--- config.mk ---
export PLATFORM = sky130hd
export DESIGN_NAME = wb_bus_fabric
export DESIGN_NICKNAME = d
export VERILOG_FILES = /design/src/rtl/wb_bus_fabric.sv
export SDC_FILE = /design/constraint.sdc
export NUM_CORES = 1
export LEC_CHECK = 0
export BUFFER_PORTS_ARGS = -buffer_cell sky130_fd_sc_hd__buf_2
export CELL_PAD_IN_SITES_DETAIL_PLACEMENT = 0
export CELL_PAD_IN_SITES_GLOBAL_PLACEMENT = 1
export CORE_AREA = 4 4 297 299
export DETAILED_ROUTE_END_ITERATION = 16
export DIE_AREA = 0 0 301 303
export PLACE_DENSITY = 0.53
export SETUP_SLACK_MARGIN = 0.4
export SLEW_MARGIN = 0
export SYNTH_ARGS = -nofsm -noshare
export SYNTH_HDL_FRONTEND = slang
export SYNTH_SLANG_ARGS = --single-unit
--- constraint.sdc ---
create_clock -name wb_clk_i -period 1.9 [get_ports wb_clk_i]
set_clock_uncertainty 0.05 [all_clocks]
set_input_delay 0.285 -clock wb_clk_i [delete_from_list [all_inputs] [get_ports wb_clk_i]]
set_output_delay 0.285 -clock wb_clk_i [all_outputs]
set_load 0.05 [all_outputs]
--- src/rtl/wb_bus_fabric.sv ---
// wb_bus_fabric: single-master Wishbone B4 classic fabric with NUM_SLAVES
// base/mask decode windows, registered request and response paths, and
// error termination of unmapped accesses and slave errors.
// Optional feature: define WB_FABRIC_TIMEOUT_EN to compile in the FWD
// watchdog (TIMEOUT_CYCLES, timeout_o); otherwise timeout_o is tied low.
module wb_bus_fabric #(
    parameter int unsigned                  NUM_SLAVES     = 6,
    parameter logic [32*NUM_SLAVES-1:0]     SLV_BASE       = {32'h6000_0000, 32'h5000_0000,
                                                              32'h4000_0000, 32'h3000_0000,
                                                              32'h2000_0000, 32'h0000_0000},
    parameter logic [32*NUM_SLAVES-1:0]     SLV_MASK       = {32'hFFFF_F000, 32'hFFFF_F000,
                                                              32'hFFFF_F000, 32'hFFFF_F000,
                                                              32'hFFFF_F000, 32'hFFFF_F000},
    parameter int unsigned                  TIMEOUT_CYCLES = 255
) (
    input  logic                       wb_clk_i,
    input  logic                       wb_rst_i,
    input  logic [31:0]                wbm_adr_i,
    input  logic [31:0]                wbm_dat_i,
    input  logic [3:0]                 wbm_sel_i,
    input  logic                       wbm_we_i,
    input  logic                       wbm_cyc_i,
    input  logic                       wbm_stb_i,
    output logic [31:0]                wbm_dat_o,
    output logic                       wbm_ack_o,
    output logic                       wbm_err_o,
    output logic [32*NUM_SLAVES-1:0]   wbs_adr_o,
    output logic [32*NUM_SLAVES-1:0]   wbs_dat_o,
    output logic [4*NUM_SLAVES-1:0]    wbs_sel_o,
    output logic [NUM_SLAVES-1:0]      wbs_we_o,
    output logic [NUM_SLAVES-1:0]      wbs_cyc_o,
    output logic [NUM_SLAVES-1:0]      wbs_stb_o,
    input  logic [32*NUM_SLAVES-1:0]   wbs_dat_i,
    input  logic [NUM_SLAVES-1:0]      wbs_ack_i,
    input  logic [NUM_SLAVES-1:0]      wbs_err_i,
    output logic                       timeout_o,
    output logic [31:0]                err_adr_o
);

    typedef enum logic [1:0] {
        IDLE = 2'd0,
        FWD  = 2'd1,
        RESP = 2'd2,
        ERR  = 2'd3
    } state_e;

    localparam logic [31:0] ERR_DATA = 32'hDEAD_BEEF;

    state_e                  state_q;
    logic [31:0]             adr_q;
    logic [31:0]             dat_q;
    logic [3:0]              sel_q;
    logic                    we_q;
    logic [NUM_SLAVES-1:0]   slv_q;     // one-hot selected slave
    logic [NUM_SLAVES-1:0]   cyc_q;     // drives both cyc and stb per slave
    logic                    ack_q;
    logic                    err_q;
    logic [31:0]             rdat_q;
    logic [31:0]             err_adr_q;

    logic [NUM_SLAVES-1:0]   match_s;
    logic [NUM_SLAVES-1:0]   slv_d;
    logic                    hit_s;
    logic [31:0]             sel_dat_s;
    logic                    sel_ack_s;
    logic                    sel_err_s;

`ifdef WB_FABRIC_TIMEOUT_EN
    localparam logic [15:0] WD_LAST = 16'(TIMEOUT_CYCLES - 32'd1);
    logic [15:0]             wd_cnt_q;
    logic                    timeout_q;
    logic                    wd_fire_s;

    // Fires in the FWD cycle that completes TIMEOUT_CYCLES of waiting.
    assign wd_fire_s = (wd_cnt_q == WD_LAST);
    assign timeout_o = timeout_q;
`else
    assign timeout_o = 1'b0;
`endif

    // Address decode: one match bit per window, checked on the live master address.
    always_comb begin
        match_s = {NUM_SLAVES{1'b0}};
        for (int i = 0; i < NUM_SLAVES; i++) begin
            match_s[i] = ((wbm_adr_i & SLV_MASK[32*i +: 32]) == SLV_BASE[32*i +: 32]);
        end
    end

    // Isolating the lowest set bit gives lowest-index priority on overlapping windows.
    assign slv_d = match_s & (~match_s + NUM_SLAVES'(1));
    assign hit_s = |match_s;

    // Response mux: only the selected slave's data is visible to the master.
    always_comb begin
        sel_dat_s = 32'h0000_0000;
        for (int i = 0; i < NUM_SLAVES; i++) begin
            sel_dat_s = sel_dat_s | (wbs_dat_i[32*i +: 32] & {32{slv_q[i]}});
        end
    end

    assign sel_ack_s = |(wbs_ack_i & slv_q);
    assign sel_err_s = |(wbs_err_i & slv_q);

    // Request/response FSM; all master and slave outputs come from these registers.
    always_ff @(posedge wb_clk_i) begin
        if (wb_rst_i) begin
            state_q   <= IDLE;
            adr_q     <= 32'h0000_0000;
            dat_q     <= 32'h0000_0000;
            sel_q     <= 4'h0;
            we_q      <= 1'b0;
            slv_q     <= {NUM_SLAVES{1'b0}};
            cyc_q     <= {NUM_SLAVES{1'b0}};
            ack_q     <= 1'b0;
            err_q     <= 1'b0;
            rdat_q    <= 32'h0000_0000;
            err_adr_q <= 32'h0000_0000;
`ifdef WB_FABRIC_TIMEOUT_EN
            wd_cnt_q  <= 16'h0000;
            timeout_q <= 1'b0;
`endif
        end else begin
            ack_q <= 1'b0;
            err_q <= 1'b0;
`ifdef WB_FABRIC_TIMEOUT_EN
            timeout_q <= 1'b0;
`endif
            case (state_q)
                IDLE: begin
                    if (wbm_cyc_i && wbm_stb_i) begin
                        adr_q <= wbm_adr_i;
                        dat_q <= wbm_dat_i;
                        sel_q <= wbm_sel_i;
                        we_q  <= wbm_we_i;
                        slv_q <= slv_d;
                        if (hit_s) begin
                            cyc_q   <= slv_d;
                            state_q <= FWD;
`ifdef WB_FABRIC_TIMEOUT_EN
                            wd_cnt_q <= 16'h0000;
`endif
                        end else begin
                            state_q <= ERR;
                        end
                    end else begin
                        state_q <= IDLE;
                    end
                end
                FWD: begin
                    if (!wbm_cyc_i) begin
                        // Master abandoned the cycle: release the slave silently.
                        cyc_q   <= {NUM_SLAVES{1'b0}};
                        state_q <= IDLE;
                    end else if (sel_err_s) begin
                        // Error takes priority over a simultaneous ack.
                        cyc_q     <= {NUM_SLAVES{1'b0}};
                        err_q     <= 1'b1;
                        rdat_q    <= sel_dat_s;
                        err_adr_q <= adr_q;
                        state_q   <= RESP;
                    end else if (sel_ack_s) begin
                        cyc_q   <= {NUM_SLAVES{1'b0}};
                        ack_q   <= 1'b1;
                        rdat_q  <= sel_dat_s;
                        state_q <= RESP;
`ifdef WB_FABRIC_TIMEOUT_EN
                    end else if (wd_fire_s) begin
                        cyc_q     <= {NUM_SLAVES{1'b0}};
                        err_q     <= 1'b1;
                        timeout_q <= 1'b1;
                        rdat_q    <= ERR_DATA;
                        err_adr_q <= adr_q;
                        state_q   <= RESP;
                    end else begin
                        wd_cnt_q <= wd_cnt_q + 16'd1;
                    end
`else
                    end else begin
                        state_q <= FWD;
                    end
`endif
                end
                ERR: begin
                    err_q     <= 1'b1;
                    rdat_q    <= ERR_DATA;
                    err_adr_q <= adr_q;
                    state_q   <= RESP;
                end
                RESP: begin
                    state_q <= IDLE;
                end
                default: begin
                    cyc_q   <= {NUM_SLAVES{1'b0}};
                    state_q <= IDLE;
                end
            endcase
        end
    end

    assign wbm_dat_o = rdat_q;
    assign wbm_ack_o = ack_q;
    assign wbm_err_o = err_q;
    assign err_adr_o = err_adr_q;
    assign wbs_adr_o = {NUM_SLAVES{adr_q}};
    assign wbs_dat_o = {NUM_SLAVES{dat_q}};
    assign wbs_sel_o = {NUM_SLAVES{sel_q}};
    assign wbs_we_o  = {NUM_SLAVES{we_q}};
    assign wbs_cyc_o = cyc_q;
    assign wbs_stb_o = cyc_q;

endmodule

# Word-level counts from Yosys, hierarchy flattened
# Cells that the tools add are included.
[op_classes]
add_sub_neg = 1
eq_ne = 14
n_mux = 23
bitwise = 17
reduce_logical = 13
[op_table]
columns = ["cell", "n"]
rows = [
  ["32-bit bitwise AND", 6],
  ["32-bit 2-to-1 mux", 5],
  ["32-bit bitwise OR", 5],
  ["32-bit one-hot mux with 2 select lines", 2],
  ["20-bit by 19-bit == test with 1-bit output, second input constant", 3],
  ["20-bit by 18-bit == test with 1-bit output, second input constant", 2],
  ["32-bit zero test", 1],
  ["6-bit 2-to-1 mux", 5],
  ["6-bit bitwise AND", 3],
  ["6-bit OR reduction", 3],
  ["6-bit one-hot mux with 2 select lines", 1],
  ["2-bit 2-to-1 mux", 5],
  ["9-bit OR reduction", 1],
  ["2-bit != test, second input constant", 4],
  ["2-bit one-hot mux with 4 select lines", 1],
  ["6-bit by 1-bit adder with 6-bit output, second input constant", 1],
  ["6-bit NOT", 1],
  ["3-bit AND reduction", 2],
  ["2-bit == test, second input constant", 2],
  ["4-bit != test, second input constant", 1],
  ["4-bit AND reduction", 1],
  ["2-bit nonzero test", 2],
  ["1-bit 2-to-1 mux", 3],
  ["3-bit != test, second input constant", 1],
  ["6 further kinds", 7],
]
[totals]
reg_bits = 149
in_bits = 277
out_inout_bits = 493
word_cells = 79

# Depth between registers and ports, before layout
# Gate-level depths: netlist (run 1).
[logic_depth]
word_depth = 10
ltp_mapped = 8
mapped_depth_nobuf = 5

# Worst setup path before layout (run 1)
# No wires, ideal clock.
[synth_path]
kind = "input to register"
startpoint = "in wbm_adr_i[13]"
endpoint = "reg cyc_q[2], in the netlist wbs_cyc_o[2]"
setup_time_ps = 121
t_arrival_ps = 1646
t_required_ps = 1729
setup_slack_ps = 83
cell_stages = 5
path_buffers = 0
path_cell_list = "nor4_4 and4_4 a21oi_2 nor4_4 mux2_4"
[synth_between]
elab_chain_len = 7
word_cells_on_any_way = 15
classes_between = "add/sub: 1; eq/ne: 6; mux: 3; bitwise: 2; reduce/logical: 3"
[synth_rtl]
columns = ["element", "line", "source"]
rows = [
  ["start, declared", "18", "input logic [31:0] wbm_adr_i,"],
  ["20-bit by 18-bit == test with 1-bit output / 32-bit zero test (equally long branches)", "85", "match_s[i] = ((wbm_adr_i & SLV_MASK[32*i +: 32]) == SLV_BASE[32*i +: 32]);"],
  ["6-bit NOT", "90", "assign slv_d = match_s & (~match_s + NUM_SLAVES'(1));"],
  ["6-bit by 1-bit adder with 6-bit output", "90", ""],
  ["6-bit bitwise AND", "90", ""],
  ["6-bit 2-to-1 mux", "136", "if (hit_s) begin"],
  ["6-bit 2-to-1 mux", "130", "if (wbm_cyc_i && wbm_stb_i) begin"],
  ["6-bit one-hot mux with 2 select lines", "128", "case (state_q)"],
  ["end signal, assigned", "137", "cyc_q <= slv_d;"],
  ["end signal, assigned", "152", "cyc_q <= {NUM_SLAVES{1'b0}};"],
  ["end signal, assigned", "156", "cyc_q <= {NUM_SLAVES{1'b0}};"],
  ["end, declared", "55", "logic [NUM_SLAVES-1:0] cyc_q;"],
]
# Several ways; a longest one is shown, not always the timed one. The select of a mux whose other input is x is not followed.
# A chain may end at the register's enable or synchronous reset.

# Worst setup path in the final report (run 1)
[layout_path]
startpoint = "reg state_q[0]"
endpoint = "reg adr_q[1]"
[layout_between]
elab_chain_len = 2
[layout_rtl]
columns = ["element", "line", "source"]
rows = [
  ["start, declared", "49", "state_e state_q;"],
  ["start signal, assigned", "107", "state_q <= IDLE;"],
  ["start signal, assigned", "138", "state_q <= FWD;"],
  ["start signal, assigned", "143", "state_q <= ERR;"],
  ["2-bit zero test", "128", ""],
  ["2-bit AND reduction (no line)", "n/a", ""],
  ["end signal, assigned", "131", "adr_q <= wbm_adr_i;"],
  ["end, declared", "50", "logic [31:0] adr_q;"],
]
# No other way between the ends.

==> results.toml, run 1 <==
[clock_tree]
clk-insertion-delay-late_ns = 0.49
cts.clk_slew.worst_paths_ns = 0.07
htreeDepth = 4
clock-sinks = 149
cts-buffers-inserted = 17
cts_root_buf = "clkbuf_16"
cts_tree = "yes"
clk_path_buf_depth = 2

[global_route]
grt_pass1_wl_mm = 61.6
grt_max_degree = 57
grt_pass1_vias = 8979
grt_usage_pct = 9.26
antenna_found_initial = 5
grt-ovfl-total = 0

[timing]
drv_slew = 0
period_share_pct = 87.2
fmax_ghz = 0.603
setup_viol_count_final = 0
min_period_ns = 1.66
grt_setup_unrepaired = "yes"
layout_setup_ws_ns = 0.243
hold_violations = 0

[flow_run]
cap_violations = 0

[pwr]
leakagePower_nw = 7.68
p_per_area_nw_per_um2 = 595
irDropWorstVdd_mv = 0.640

[placed_design]
place_congestion = 0.786
placed_cells = 2651
dpl_cell_area_um2 = 12000
io_buffers = 768
pre_cts_ws_ns = -0.292
hpwl_mm = 35.3

[cells_and_area]
fill_cells = 9326
final_util_pct = 20.9
syn2layout_area_growth_pct = 97.1
instances_no_fill = 2800
nets = 1918
drive_above_1_share_pct = 67.8
final_area_um2 = 17800

[yosys]
synth_edf_count = 0
yosysUniqueCellTypes = 40
synth-async-reset-ratio_pct = 0
syn_area_um2 = 9040
yosys_register_bits = 149
syn_area_per_cell_um2 = 8.11
seq_area_frac_synth_pct = 33.0
syn_nets = 1392
yosysWarnings = 0
synthFlopType = "dfxtp_1"
synth_cells = 1115

[routing]
drt_first_pass_iters = 4
antenna_left = 0
first_iter_violations = 486
route.vias.total = 9600
drc = 0
wl_per_cell_um = 18.7
vias_per_cell = 3.43
drt-total-wl_mm = 52.3

[hold_path]
hold_depth = 3
hold_path.class = "in2reg"

[floorplanning]
fp-row-count = 107
boundaryPins = 770
dieArea_um2 = 91200
core_area_um2 = 85100
dieWidth_um = 301
initial_core_util_pct = 10.6
fp.dieH_um = 303

[critical_path]
required_ns = 2.25
worst_setup_path_start_kind = "register"
cp.arrival_ns = 2.01
r2r-start = "state_q[0]"
cp-startpoint = "state_q[0]"
crit_path_end = "adr_q[1]"
ff2ff_path_depth = 7
critical_path.max_fanout = 7
r2r-end = "adr_q[1]"
path_class = "reg2reg"
endpoint_kind = "register"
r2r_setup_slack_ns = 0.24

[outcome]
outcome = "finished, final reports clean"
flip-flops by register name, indices dropped and copies added, names as in the netlist:
register,cells
state_q,2
we_q,1
wbm_err_o,1
dat_q,32
err_adr_o,32
adr_q,32
wbm_ack_o,1
slv_q,6
wbs_cyc_o,6
wbm_dat_o,32
sel_q,4
cells by family after synthesis:
logic type,share of synthesized area [%]
AOI/OAI and AO/OA,16.5
xor gates and xnor gates,0.0969
buffers and inverters,32.5
DFF,33.0
muxes,4.15
other,0.0415
and+or+nand+nor,13.7
critical path, cell delays in order (launching register included):
cell	delay, ns
dfxtp_4	0.36
buf_6	0.13
nor3_4	0.29
buf_6	0.19
buf_12	0.16
clkbuf_16	0.20
nand2_1	0.06
a21oi_1	0.12
per-layer routing:
metal / vias up / wire length, um / track usage, %
met5: - / 27 / 0
met4: 4 / 700 / 2.49
met3: 38 / 3710 / 2.73
met2: 456 / 26300 / 16.0
met1: 4601 / 21500 / 11.2
li1: 4501 / - / -
Yosys cell counts, types with 4 or more instances:
library cell / instances / share of area, %
buf_4: 354 / 29
nand2_1: 156 / 6.5
dfxtp_1: 149 / 33
a22oi_1: 105 / 8.7
a21oi_1: 82 / 4.5
nor2_1: 62 / 2.6
clkbuf_1: 55 / 2.3
mux2i_1: 36 / 4.0
nand3_1: 27 / 1.5
o22ai_1: 25 / 1.7
buf_2: 11 / 0.61
nand2b_1: 6 / 0.42
a31o_2: 5 / 0.48
nor4_4: 5 / 1.2
nor3_1: 4 / 0.22
repair_timing:
| item | CTS | global route |
|---|---|---|
| endpoints found under the hold margin | 58 | 0 |
| gates cloned | 0 | 16 |
| endpoints found under the setup margin | 589 | 532 |
| gates resized for setup | 433 | 1125 |
| setup buffers | 19 | 22 |
| hold buffers | 58 | 0 |
| pin swaps | 1 | 89 |
how the worst min path moves through the flow:
stage | slack (ns) | start | to
global route | 0.02 | wbm_we_i | we_q
finish | 0.04 | wbm_we_i | we_q
CTS | 0.02 | wbm_adr_i[12] | adr_q[12]
global placement | 0.39 | wbm_dat_o[8] | wbm_dat_o[8]
detailed placement | 0.39 | wbm_dat_o[8] | wbm_dat_o[8]
floorplan | 0.37 | wbm_adr_i[10] | adr_q[10]
cell usage in the layout, fill, tap and decap left out, types with 4 or more instances in the layout:
master,instances
a21oi_1,41
nor4_4,5
dfxtp_1,65
dfxtp_2,9
dlygate4sd3_1,58
buf_6,320
mux2i_1,36
nand2_1,104
a31o_2,5
nor2_1,62
a21oi_2,40
buf_12,28
o22ai_1,19
a22oi_2,10
clkbuf_16,26
buf_8,81
a22oi_1,95
dfxtp_4,75
nand3_1,25
buf_2,306
inv_8,4
nand2_2,13
o22ai_2,6
nand2b_1,6
nand2_4,39
inv_6,6
buf_4,97
clkbuf_4,27
power by group:
part           total (W)  internal [W]  switching (W)
logic            0.00357       0.00137        0.00220
clock network    0.00364       0.00191        0.00173
registers        0.00340       0.00315       0.000250
total             0.0106       0.00642        0.00419
area by class of cell:
class	count	area [um^2]	share of cell area [%]
diodes	2	5.00	0.0281
repair buffers	927	8680	48.7
well taps	1144	1430	8.03
clock buffers	18	439	2.47
inverters	1	3.75	0.0211
flip-flops and latches	149	3280	18.4
multi-input cells	545	3820	21.5
clock inverters	14	160	0.899
through the flow:
stage / hold WS, ns / total power [W] / TNS, ns
after global routing: 0.0209 / 0.0111 / 0
after floorplan: 0.371 / 0.00559 / 0
final: 0.0439 / 0.0106 / 0
after detailed placement: 0.394 / 0.00603 / -1.92
after global placement: 0.387 / 0.00604 / -2.09
after CTS: 0.0214 / 0.0102 / 0
No activity file was read; power rests on OpenSTA's default activity.
==> run 2: changes to the inputs <==
--- a/config.mk
+++ b/config.mk
@@ -5,12 +5,13 @@
 export SDC_FILE = /design/constraint.sdc
 export NUM_CORES = 1
 export LEC_CHECK = 0
+export ABC_AREA = 1
 export BUFFER_PORTS_ARGS = -buffer_cell sky130_fd_sc_hd__buf_2
 export CELL_PAD_IN_SITES_DETAIL_PLACEMENT = 0
 export CELL_PAD_IN_SITES_GLOBAL_PLACEMENT = 1
-export CORE_AREA = 4 4 297 299
+export CORE_AREA = 4 4 302 304
 export DETAILED_ROUTE_END_ITERATION = 16
-export DIE_AREA = 0 0 301 303
+export DIE_AREA = 0 0 306 308
 export PLACE_DENSITY = 0.53
 export SETUP_SLACK_MARGIN = 0.4
 export SLEW_MARGIN = 0
==> results.toml, run 2 <==
[outcome]
outcome = "finished, final reports clean"

[yosys]
seq_area_frac_synth_pct = 31.9
synthFlopType = "dfxtp_1"
synthTopCellsByArea = "dfxtp_1 (32%), buf_4 (28%), nand2_1 (7.2%)"
synthMostInstantiatedCell = "buf_4"
synth_cells = 1291
yosys.area.top_type_share_pct = 31.9
ys_top_cells_by_count = "buf_4 (353), nand2_1 (180), nor2_1 (173), dfxtp_1 (149), o21ai_0 (108)"
syn_area_um2 = 9350
synth_edf_count = 0
syn_nets = 1568
yosys_register_bits = 149
synth_area_leader_cell = "dfxtp_1"
yosysUniqueCellTypes = 28
synth-async-reset-ratio_pct = 0
yosysWarnings = 0
syn_area_per_cell_um2 = 7.24

[floorplanning]
boundaryPins = 770
core_area_um2 = 88200
dieWidth_um = 306
initial_core_util_pct = 10.6
dieArea_um2 = 94200
fp-row-count = 109
fp.dieH_um = 308

[placed_design]
place_congestion = 0.791
hpwl_mm = 47.6
pre_cts_ws_ns = -0.0915
io_buffers = 768

[cells_and_area]
final_cell_mix = "buf_2 (313), buf_4 (218), nand2_1 (173), nor2_1 (169), buf_6 (163)"
syn2layout_area_growth_pct = 90.3
drive_above_1_share_pct = 59.8
final_util_pct = 20.2
nets = 2096
final_common_cell = "buf_2"

[timing]
min_period_ns = 1.72
slew_headroom_pct = 59.8
drv_slew = 0
fmax_ghz = 0.582
period_share_pct = 90.5
layout_setup_ws_ns = 0.181
hold_violations = 0
setup_viol_count_final = 0
grt_setup_unrepaired = "yes"
worst_slew_pin_slew_ns = 0.603

[clock_tree]
clock-sinks = 149
cts_root_buf = "clkbuf_16"
clk-insertion-delay-late_ns = 0.47
clk_path_buf_depth = 2
htreeDepth = 4
cts_tree = "yes"
cts-buffers-inserted = 17
cts.clk_slew.worst_paths_ns = 0.07

[pwr]
p_per_area_nw_per_um2 = 761
irDropWorstVdd_mv = 0.657
leakagePower_nw = 8.08

[global_route]
grt_pass1_vias = 10100
antenna_found_initial = 33
grt_pass1_wl_mm = 82.1
grt_max_degree = 51
grt_usage_pct = 12.5
grt-ovfl-total = 0

[routing]
first_iter_violations = 317
drt_first_pass_iters = 4
antenna_left = 0
drt-total-wl_mm = 63.9
route.vias.total = 10400
drc = 0
wl_per_cell_um = 21.2
vias_per_cell = 3.46

[critical_path]
worst_setup_path_start_kind = "register"
critPathMaxStageDelay_ns = 0.36
cpMaxStageDelayCell = "dfxtp_4"
required_ns = 2.26
endpoint_kind = "register"
crit_chain = "buf_12 > nand2_2 > nand2_1 > a21oi_2 > nand2_1 > nand2_4 > nand2_8 > inv_16 > buf_12 > buf_16 > nand3_1 > a21oi_1"
cp.arrival_ns = 2.08
path_class = "reg2reg"
path_delay_family = "buffers and inverters"
critical_path.max_fanout = 8
critPathBufInv = 4

[flow_run]
cap_violations = 0

[hold_path]
hold_path.class = "in2reg"
[run 2: changes by cell type in the layout (fill, tap and decap cells not counted), sizes merged, moves of 25 or more]
cell | previous run | this run
a22oi | 105 | 0
mux2i | 36 | 0
nand2 | 156 | 191
nand3 | 27 | 52
nor2 | 62 | 177
o21ai | 3 | 131
o22ai | 25 | 0
[run 2: worst register-to-register path, delay by kind of cell, from the launching register on]
family          cells  cell delay, ns
buf+inv             4            0.51
simple gates        6            0.47
flops               1            0.36
compound gates      2            0.26
[run 2: report_power, final]
part           total (W)  leakage (nW)  internal (W)  switching (W)
clock            0.00368         0.277       0.00205        0.00163
combinational    0.00611          6.54       0.00220        0.00391
sequential       0.00374          1.26       0.00331       0.000432
[run 2: metal layers]
| metal | part of all wire, % | wire length (um) | global-route usage, % | vias to the layer above |
|---|---|---|---|---|
| li1 | - | - | - | 4936 |
| met1 | 37 | 23300 | 13.5 | 4821 |
| met2 | 53 | 33800 | 23.1 | 536 |
| met3 | 6.8 | 4360 | 3.47 | 101 |
| met4 | 3.6 | 2290 | 5.03 | 16 |
| met5 | 0.17 | 109 | 0 | - |
[run 2: final timing paths]
path	from	slack, ns	to	cells past startpoint
max	slv_q[1]	0.18	wbm_dat_o[22]	12
min	wbm_adr_i[8]	0.04	adr_q[8]	3
max reg2reg	slv_q[1]	0.18	wbm_dat_o[22]	12
min reg2reg	wbm_dat_o[24]	0.43	wbm_dat_o[24]	2
[run 2: cell families after synthesis]
kind of cell	synth area share, %
flip-flops	31.9
other	0.0401
AND/OR/NAND/NOR	19.0
buffers and inverters	33.3
AO/OA/AOI/OAI	15.8
[run 2: area by class of cell]
| cell class | count | area (um^2) |
|---|---|---|
| fillers | 9839 | 70400 |
| repair buffers | 932 | 8680 |
| well taps | 1165 | 1460 |
| multi-input cells | 694 | 3710 |
| clock inverters | 13 | 161 |
| inverters | 25 | 119 |
| diodes | 12 | 30.0 |
| clock buffers | 17 | 425 |
| flip-flops and latches | 149 | 3220 |
[run 2: per-stage QoR]
stage	TNS [ns]	hold WS [ns]	cell area, um^2	power (W)	cells
floorplan	0	0.304	9350	0.00761	1291
global placement	-0.133	0.423	12200	0.00849	2852
detailed placement	-0.176	0.432	12200	0.00848	2852
CTS	0	0.0000605	15700	0.0131	2988
global route	0	0.0267	17800	0.0141	3001
finish	0	0.0415	17800	0.0135	3007
[run 2: repair_timing]
action                     CTS  global route
hold endpoints to repair    60             0
setup endpoints to repair  585           551
setup buffers               34             6
resized for setup          551           875
cloned                      12             1
hold buffers                60             0
pin swaps                    6            24
